==> src/rtl/combo_if.sv <==
// Handshake bundle between the combination generator and the combination checker.
interface combo_if;
    logic       enable;
    logic       new_code;
    logic       pass_flag;
    logic [2:0] joy_state;
    logic [2:0] num_1;
    logic [2:0] num_2;
    logic [2:0] num_3;
    logic [2:0] num_4;
    logic       code_valid;
    logic       busy;
    logic [2:0] hint_digit;
    logic [1:0] hint_quadrant;
    logic       hint_show;
    logic [7:0] solved_count;

    modport master (
        output enable, new_code, pass_flag, joy_state,
        input  num_1, num_2, num_3, num_4, code_valid, busy,
               hint_digit, hint_quadrant, hint_show, solved_count
    );

    modport slave (
        input  enable, new_code, pass_flag, joy_state,
        output num_1, num_2, num_3, num_4, code_valid, busy,
               hint_digit, hint_quadrant, hint_show, solved_count
    );
endinterface

==> src/rtl/combo_gen.sv <==
// Generates a 4-digit combination from a free-running LFSR (no two adjacent digits
// equal), counts solves and drives a blinking hint of the digit the checker expects.
module combo_gen #(
    parameter logic [15:0] SEED        = 16'hACE1,
    parameter int unsigned HINT_CYCLES = 25_000_000
) (
    input  logic    clk,
    input  logic    reset,
    combo_if.slave  bus
);
    typedef enum logic [1:0] {
        IDLE   = 2'd0,
        GEN    = 2'd1,
        READY  = 2'd2,
        SOLVED = 2'd3
    } state_t;

    localparam logic [15:0] LFSR_INIT  = (SEED == 16'h0000) ? 16'h0001 : SEED;
    localparam logic [25:0] BLINK_LAST = 26'(HINT_CYCLES - 32'd1);

    state_t      state_q;
    logic [15:0] lfsr_q;
    logic [15:0] lfsr_d;
    logic [2:0]  digit_q [4];
    logic [1:0]  idx_q;
    logic        pass_q;
    logic [7:0]  solved_q;
    logic [25:0] blink_q;
    logic        show_q;
    logic        busy_q;
    logic        valid_q;

    logic [2:0]  cand;
    logic [2:0]  prev;
    logic        accept;
    logic        pass_rise;
    logic [2:0]  hint;

    // Next LFSR value, digit acceptance, pass_flag edge and hint selection.
    always_comb begin
        lfsr_d    = {lfsr_q[14:0], lfsr_q[15] ^ lfsr_q[13] ^ lfsr_q[12] ^ lfsr_q[10]};
        cand      = lfsr_q[2:0];
        prev      = digit_q[idx_q - 2'd1];
        accept    = (idx_q == 2'd0) || (cand != prev);
        pass_rise = bus.pass_flag & ~pass_q;
        if ((state_q == READY) && (bus.joy_state < 3'd4)) begin
            hint = digit_q[bus.joy_state[1:0]];
        end else begin
            hint = 3'd0;
        end
    end

    // State machine, digit capture, solve counter and hint blinker.
    always_ff @(posedge clk) begin
        if (reset) begin
            state_q  <= IDLE;
            lfsr_q   <= LFSR_INIT;
            digit_q  <= '{3'd0, 3'd0, 3'd0, 3'd0};
            idx_q    <= 2'd0;
            pass_q   <= 1'b0;
            solved_q <= 8'd0;
            blink_q  <= 26'd0;
            show_q   <= 1'b0;
            busy_q   <= 1'b0;
            valid_q  <= 1'b0;
        end else begin
            lfsr_q <= lfsr_d;
            pass_q <= bus.pass_flag;
            if (!bus.enable) begin
                state_q <= IDLE;
                busy_q  <= 1'b0;
                valid_q <= 1'b0;
                blink_q <= 26'd0;
                show_q  <= 1'b0;
            end else begin
                case (state_q)
                    IDLE: begin
                        blink_q <= 26'd0;
                        show_q  <= 1'b0;
                        if (bus.new_code) begin
                            state_q <= GEN;
                            idx_q   <= 2'd0;
                            busy_q  <= 1'b1;
                        end
                    end
                    GEN: begin
                        blink_q <= 26'd0;
                        show_q  <= 1'b0;
                        if (accept) begin
                            digit_q[idx_q] <= cand;
                            idx_q          <= idx_q + 2'd1;
                            if (idx_q == 2'd3) begin
                                state_q <= READY;
                                busy_q  <= 1'b0;
                                valid_q <= 1'b1;
                            end
                        end
                    end
                    READY: begin
                        // A solve outranks a simultaneous request for a new code.
                        if (pass_rise) begin
                            state_q  <= SOLVED;
                            valid_q  <= 1'b0;
                            solved_q <= (solved_q == 8'd255) ? 8'd255 : solved_q + 8'd1;
                            blink_q  <= 26'd0;
                            show_q   <= 1'b0;
                        end else if (bus.new_code) begin
                            state_q <= GEN;
                            idx_q   <= 2'd0;
                            busy_q  <= 1'b1;
                            valid_q <= 1'b0;
                            blink_q <= 26'd0;
                            show_q  <= 1'b0;
                        end else if (blink_q == BLINK_LAST) begin
                            blink_q <= 26'd0;
                            show_q  <= ~show_q;
                        end else begin
                            blink_q <= blink_q + 26'd1;
                        end
                    end
                    SOLVED: begin
                        state_q <= GEN;
                        idx_q   <= 2'd0;
                        busy_q  <= 1'b1;
                        blink_q <= 26'd0;
                        show_q  <= 1'b0;
                    end
                    default: begin
                        state_q <= IDLE;
                        busy_q  <= 1'b0;
                        valid_q <= 1'b0;
                    end
                endcase
            end
        end
    end

    assign bus.num_1         = digit_q[0];
    assign bus.num_2         = digit_q[1];
    assign bus.num_3         = digit_q[2];
    assign bus.num_4         = digit_q[3];
    assign bus.code_valid    = valid_q;
    assign bus.busy          = busy_q;
    assign bus.hint_digit    = hint;
    assign bus.hint_quadrant = hint[1:0];
    assign bus.hint_show     = show_q;
    assign bus.solved_count  = solved_q;
endmodule

==> src/flat_wrapper.sv <==
// flat-port wrapper written by rule: the top's interface ports become plain ports
module combo_gen_flat 
#(
    parameter logic [15:0] SEED        = 16'hACE1,
    parameter int unsigned HINT_CYCLES = 25_000_000
)
  (clk, reset, bus_enable, bus_new_code, bus_pass_flag, bus_joy_state, bus_num_1, bus_num_2, bus_num_3, bus_num_4, bus_code_valid, bus_busy, bus_hint_digit, bus_hint_quadrant, bus_hint_show, bus_solved_count);
  combo_if bus_i ();
  input  logic clk;
  input  logic reset;
  input wire logic [$bits(bus_i.enable)-1:0] bus_enable;
  input wire logic [$bits(bus_i.new_code)-1:0] bus_new_code;
  input wire logic [$bits(bus_i.pass_flag)-1:0] bus_pass_flag;
  input wire logic [$bits(bus_i.joy_state)-1:0] bus_joy_state;
  output wire logic [$bits(bus_i.num_1)-1:0] bus_num_1;
  output wire logic [$bits(bus_i.num_2)-1:0] bus_num_2;
  output wire logic [$bits(bus_i.num_3)-1:0] bus_num_3;
  output wire logic [$bits(bus_i.num_4)-1:0] bus_num_4;
  output wire logic [$bits(bus_i.code_valid)-1:0] bus_code_valid;
  output wire logic [$bits(bus_i.busy)-1:0] bus_busy;
  output wire logic [$bits(bus_i.hint_digit)-1:0] bus_hint_digit;
  output wire logic [$bits(bus_i.hint_quadrant)-1:0] bus_hint_quadrant;
  output wire logic [$bits(bus_i.hint_show)-1:0] bus_hint_show;
  output wire logic [$bits(bus_i.solved_count)-1:0] bus_solved_count;
  assign bus_i.enable = bus_enable;
  assign bus_i.new_code = bus_new_code;
  assign bus_i.pass_flag = bus_pass_flag;
  assign bus_i.joy_state = bus_joy_state;
  assign bus_num_1 = bus_i.num_1;
  assign bus_num_2 = bus_i.num_2;
  assign bus_num_3 = bus_i.num_3;
  assign bus_num_4 = bus_i.num_4;
  assign bus_code_valid = bus_i.code_valid;
  assign bus_busy = bus_i.busy;
  assign bus_hint_digit = bus_i.hint_digit;
  assign bus_hint_quadrant = bus_i.hint_quadrant;
  assign bus_hint_show = bus_i.hint_show;
  assign bus_solved_count = bus_i.solved_count;
  combo_gen #(.SEED(SEED), .HINT_CYCLES(HINT_CYCLES)) u_core (.clk(clk), .reset(reset), .bus(bus_i));
endmodule
==> config.mk <==
export PLATFORM = sky130hd
export DESIGN_NAME = combo_gen_flat
export DESIGN_NICKNAME = d
export VERILOG_FILES = /design/src/rtl/combo_if.sv /design/src/rtl/combo_gen.sv /design/src/flat_wrapper.sv
export SDC_FILE = /design/constraint.sdc
export NUM_CORES = 1
export LEC_CHECK = 0
export CAP_MARGIN = 0
export CORE_MARGIN = 2
export CORE_UTILIZATION = 50
export DETAILED_ROUTE_END_ITERATION = 16
export PLACE_DENSITY_LB_ADDON = 0.15
export SLEW_MARGIN = 30
export SYNTH_ARGS = -nofsm -noshare
export SYNTH_HDL_FRONTEND = slang
export SYNTH_SLANG_ARGS = --single-unit
==> constraint.sdc <==
create_clock -name clk -period 2.3 [get_ports clk]
set_input_delay 0.46 -clock clk [delete_from_list [all_inputs] [get_ports clk]]
set_output_delay 0.46 -clock clk [all_outputs]
set_load 0.05 [all_outputs]
==> run_results.csv <==
group,metric,value,unit
sta,tightest_slew,512,ps
floorplanning,num_io_pins,36,
global_routing,grt.total_usage,18.5,%
clock_tree,cts_root_buf,"sky130_fd_sc_hd__clkbuf_8",
layout,final_layout_size_suffix_gt1_share,15.2,%
synth,area_of_the_mapped_netlist,0.00318,sq mm
routing,totalWireLength,6270,um
floorplanning,core_area,0.00624,sq mm
setup_path,critPathCaptureType,"primary output",
setup_path,critical-path-max-stage-delay,500,ps
global_routing,largest_net_degree_at_the_start_of_global_routing,42,
clock_tree,clk_transition_reported_paths,70,ps
synth,synthesis.area_per_instance,9.27,sq um
layout,fin_area,0.00392,sq mm
global_routing,grt_overflow,0,
routing,drt_iter0_drc,119,
synth,seq_area_frac_synth,44.1,%
synth,synth-edff-count,0,
sta,fin_worst_hold_slack,408,ps
global_routing,via_count_of_the_first_global_routing_pass,2272,
setup_path,worstSetupPathType,"input pin to primary output",
synth,ys_types,38,
synth,syn-num-nets,361,
synth,async_reset_ff_share,0,%
floorplanning,chipHeight,83.8,um
layout,layout_area_growth_over_synthesis,23.4,%
layout,diodes,0,
setup_path,critical_path_buf_inv_count,2,
sta,report.final.hold_viol_count,0,
synth,synth.most_common_cell,"sky130_fd_sc_hd__dfxtp_1",
floorplanning,initial_utilization,51.0,%
sta,achievable-frequency,0.448,GHz
clock_tree,clock_sinks,70,
synth,synth_top_cells_by_area,"sky130_fd_sc_hd__dfxtp_1 44%, sky130_fd_sc_hd__xor2_1 5.5%, sky130_fd_sc_hd__mux2i_1 5.4%",
job,number_of_violations_of_the_max_capacitance_limit,0,
clock_tree,max-clock-path-buffers,2,
place,postPlaceCellArea,0.00367,sq mm
sta,layout_worst_path_cycle_share,97.0,%
sta,final.min_clock_period,2230,ps
pwr,vdd_drop_max,0.508,mV
routing,post_drt_wl_per_cell,13.3,um
setup_path,start_kind,"input pin",
setup_path,cp_num_cells,4,
place,io_buffer_count,35,
place,hpwlAfterDp,4410,um
floorplanning,row_count,29,
sta,slew-limit-headroom,65.8,%
setup_path,critPathRequiredTime,1840,ps
synth,dominantRegCellSynth,"sky130_fd_sc_hd__dfxtp_1",
clock_tree,htree_levels,3,
floorplanning,die-area,0.00701,sq mm
setup_path,reg2regPathDepth,8,
min_path,hold-path-cell-count,1,
global_routing,antenna_found_initial,0,
synth,post_synth_most_frequent_cells,"70 x sky130_fd_sc_hd__dfxtp_1, 44 x sky130_fd_sc_hd__nor2_1, 20 x sky130_fd_sc_hd__xor2_1, 18 x sky130_fd_sc_hd__nand3_1",
routing,routed-via-count,2458,
synth,ys_ff_latch,70,
synth,synth.yosys.warnings,0,
clock_tree,hold_buffer_count_at_cts,0,
layout,fin_cells,473,
routing,detail-route-antenna-nets,0,
routing,drt-vias-per-instance,5.20,
synth,yosysTopAreaCellShare,44.1,%
sta,skew,7.05,ps
run_status,outcome,"completed",
routing,drt_pre_antenna_iters,4,
setup_path,crit_path_top_delay_cell,"sky130_fd_sc_hd__clkdlybuf4s50_1",
setup_path,path_delay_family,"buffers and inverters",
routing,drc_violation_count_after_routing,0,
place,gp_congestion,0.837,
global_routing,grt_first_pass_wirelength,10700,um
setup_path,critical_path.reg2reg.startpoint,"u_core.idx_q[1]$_SDFFE_PP0P_",
min_path,hold_path.startpoint,"u_core.lfsr_q[9]$_SDFF_PP0_",
clock_tree,numCtsBuffers,9,
clock_tree,cts_tree,"yes",
setup_path,critPathLaunch,"bus_joy_state[1]",
pwr,power.density_cell_area,637,mW/mm^2
floorplanning,floorplan.die.width,83.8,um
pwr,static_leakage,1.48,nW
setup_path,crit_path_cell_trace,"clkdlybuf4s50_1 > mux4_2 > nor2b_1 > buf_4",
synth,yosysTopAreaCell,"sky130_fd_sc_hd__dfxtp_1",
sta,timing_max_transition_violations_final,0,
setup_path,critical_path_peak_fanout,2,
sta,final_count_of_negative_setup_slack_endpoints,0,
setup_path,cp.arrival,1770,ps
layout,num-nets-final,409,
min_path,timing.hold.worst.class,"register to register",
clock_tree,clock_insertion_delay_worst_skew,340,ps
synth,syn-instance-count,343,
place,placed_cells,457,
==> logic make-up (layout without fill, tap and decap cells) <==
family	Yosys count	count (layout)	synth area share (%)
xor gates and xnor gates	35	35	9.64
adders and majority gates	10	10	3.93
and+or+nand+nor	153	153	25.3
DFF	70	70	44.1
AOI/OAI and AO/OA	29	29	5.67
muxes	21	21	8.18
buffers and inverters	25	78	3.26
==> layer usage <==
| layer | share of wire (%) | wire [um] | GRT usage, % |
|---|---|---|---|
| met5 | 0 | 0 | 0 |
| met4 | 1.5 | 91 | 7.77 |
| met3 | 3.8 | 237 | 4.06 |
| met2 | 46 | 2880 | 27.5 |
| met1 | 49 | 3070 | 26.0 |
==> worst reg2reg max path, cell delays in order, from the launching register on <==
cell and delay, ps:
sky130_fd_sc_hd__dfxtp_1 340, sky130_fd_sc_hd__inv_2 60, sky130_fd_sc_hd__ha_4 320, sky130_fd_sc_hd__mux2i_2 240, sky130_fd_sc_hd__xnor2_1 140, sky130_fd_sc_hd__nor3_1 80
sky130_fd_sc_hd__o211a_2 310, sky130_fd_sc_hd__or4_4 540, sky130_fd_sc_hd__a21oi_2 120
==> per-stage QoR <==
stage	power [mW]	utilization (%)	setup TNS (ps)	setup slack (ps)
final	2.50	62.9	0	68.7
after global routing	2.60	62.9	-1.19	-1.19
after CTS	2.52	62.5	0	12.7
after detailed placement	1.43	58.9	-186	-44.4
after global placement	1.43	58.9	-35.8	-9.11
after floorplan	1.38	-	0	12.1
==> final cells by class <==
cell class	count	area, sq um
tap	77	96.3
clock buffer	10	138
inverter	12	45.0
fill	527	2320
sequential	70	1400
clock inverter	6	85.1
timing repair buffer	50	449
multi-input combinational	248	1710
==> sequential cells by signal, indices dropped and copies added, names as in the netlist, 3 cells and up <==
signal and count:
u_core.bus.solved_count 8, u_core.bus.num_3 3, u_core.bus.num_1 3, u_core.lfsr_q 16
u_core.bus.num_4 3, u_core.blink_q 26, u_core.bus.num_2 3
==> cell usage in the layout, fill, tap and decap left out, types with 2 or more instances in the layout <==
master | netlist | final
sky130_fd_sc_hd__or2_2 | 8 | 8
sky130_fd_sc_hd__mux2i_1 | 17 | 15
sky130_fd_sc_hd__buf_4 | 2 | 20
sky130_fd_sc_hd__nor2b_1 | 12 | 10
sky130_fd_sc_hd__mux2i_2 | 0 | 2
sky130_fd_sc_hd__nand2_1 | 10 | 10
sky130_fd_sc_hd__clkbuf_8 | 0 | 10
sky130_fd_sc_hd__xnor2_1 | 15 | 15
sky130_fd_sc_hd__o21ai_0 | 8 | 8
sky130_fd_sc_hd__and3_1 | 7 | 7
sky130_fd_sc_hd__or3_1 | 6 | 6
sky130_fd_sc_hd__inv_1 | 12 | 10
sky130_fd_sc_hd__nor3_1 | 9 | 9
sky130_fd_sc_hd__clkdlybuf4s50_1 | 0 | 29
sky130_fd_sc_hd__o31ai_1 | 3 | 3
sky130_fd_sc_hd__inv_2 | 0 | 2
sky130_fd_sc_hd__mux4_2 | 4 | 4
sky130_fd_sc_hd__dfxtp_1 | 70 | 69
sky130_fd_sc_hd__nor3b_1 | 2 | 2
sky130_fd_sc_hd__nor2b_2 | 0 | 2
sky130_fd_sc_hd__clkinvlp_4 | 0 | 2
sky130_fd_sc_hd__xor2_1 | 20 | 20
sky130_fd_sc_hd__nand3_1 | 18 | 18
sky130_fd_sc_hd__nand2b_1 | 17 | 17
sky130_fd_sc_hd__clkinv_2 | 0 | 2
sky130_fd_sc_hd__nor2_1 | 44 | 44
sky130_fd_sc_hd__ha_1 | 10 | 9
sky130_fd_sc_hd__nor4_1 | 4 | 4
sky130_fd_sc_hd__nand4_1 | 10 | 10
sky130_fd_sc_hd__a21oi_1 | 9 | 8
sky130_fd_sc_hd__bufinv_16 | 0 | 2
sky130_fd_sc_hd__and4_1 | 3 | 3
==> timing repair <==
action | CTS | global route
setup endpoints to repair | 6 | 15
pin swaps | 0 | 5
gates resized for setup | 2 | 7
setup buffers | 0 | 0
==> worst paths after layout <==
| path | end | slack (ps) |
|---|---|---|
| min | u_core.lfsr_q[10]$_SDFF_PP1_ | 410 |
| max | bus_hint_digit[2] | 70 |
| min reg2reg | u_core.lfsr_q[10]$_SDFF_PP1_ | 410 |
| max reg2reg | u_core.bus.busy$_SDFFE_PP0P_ | 90 |
==> report_power, final <==
| part | total [mW] | internal [mW] | switching [mW] | leakage (nW) |
|---|---|---|---|---|
| Clock | 1.09 | 0.636 | 0.457 | 0.108 |
| Sequential | 1.26 | 1.24 | 0.0185 | 0.569 |
| Combinational | 0.148 | 0.0760 | 0.0724 | 0.806 |
Power figures use the tool's default switching activity.
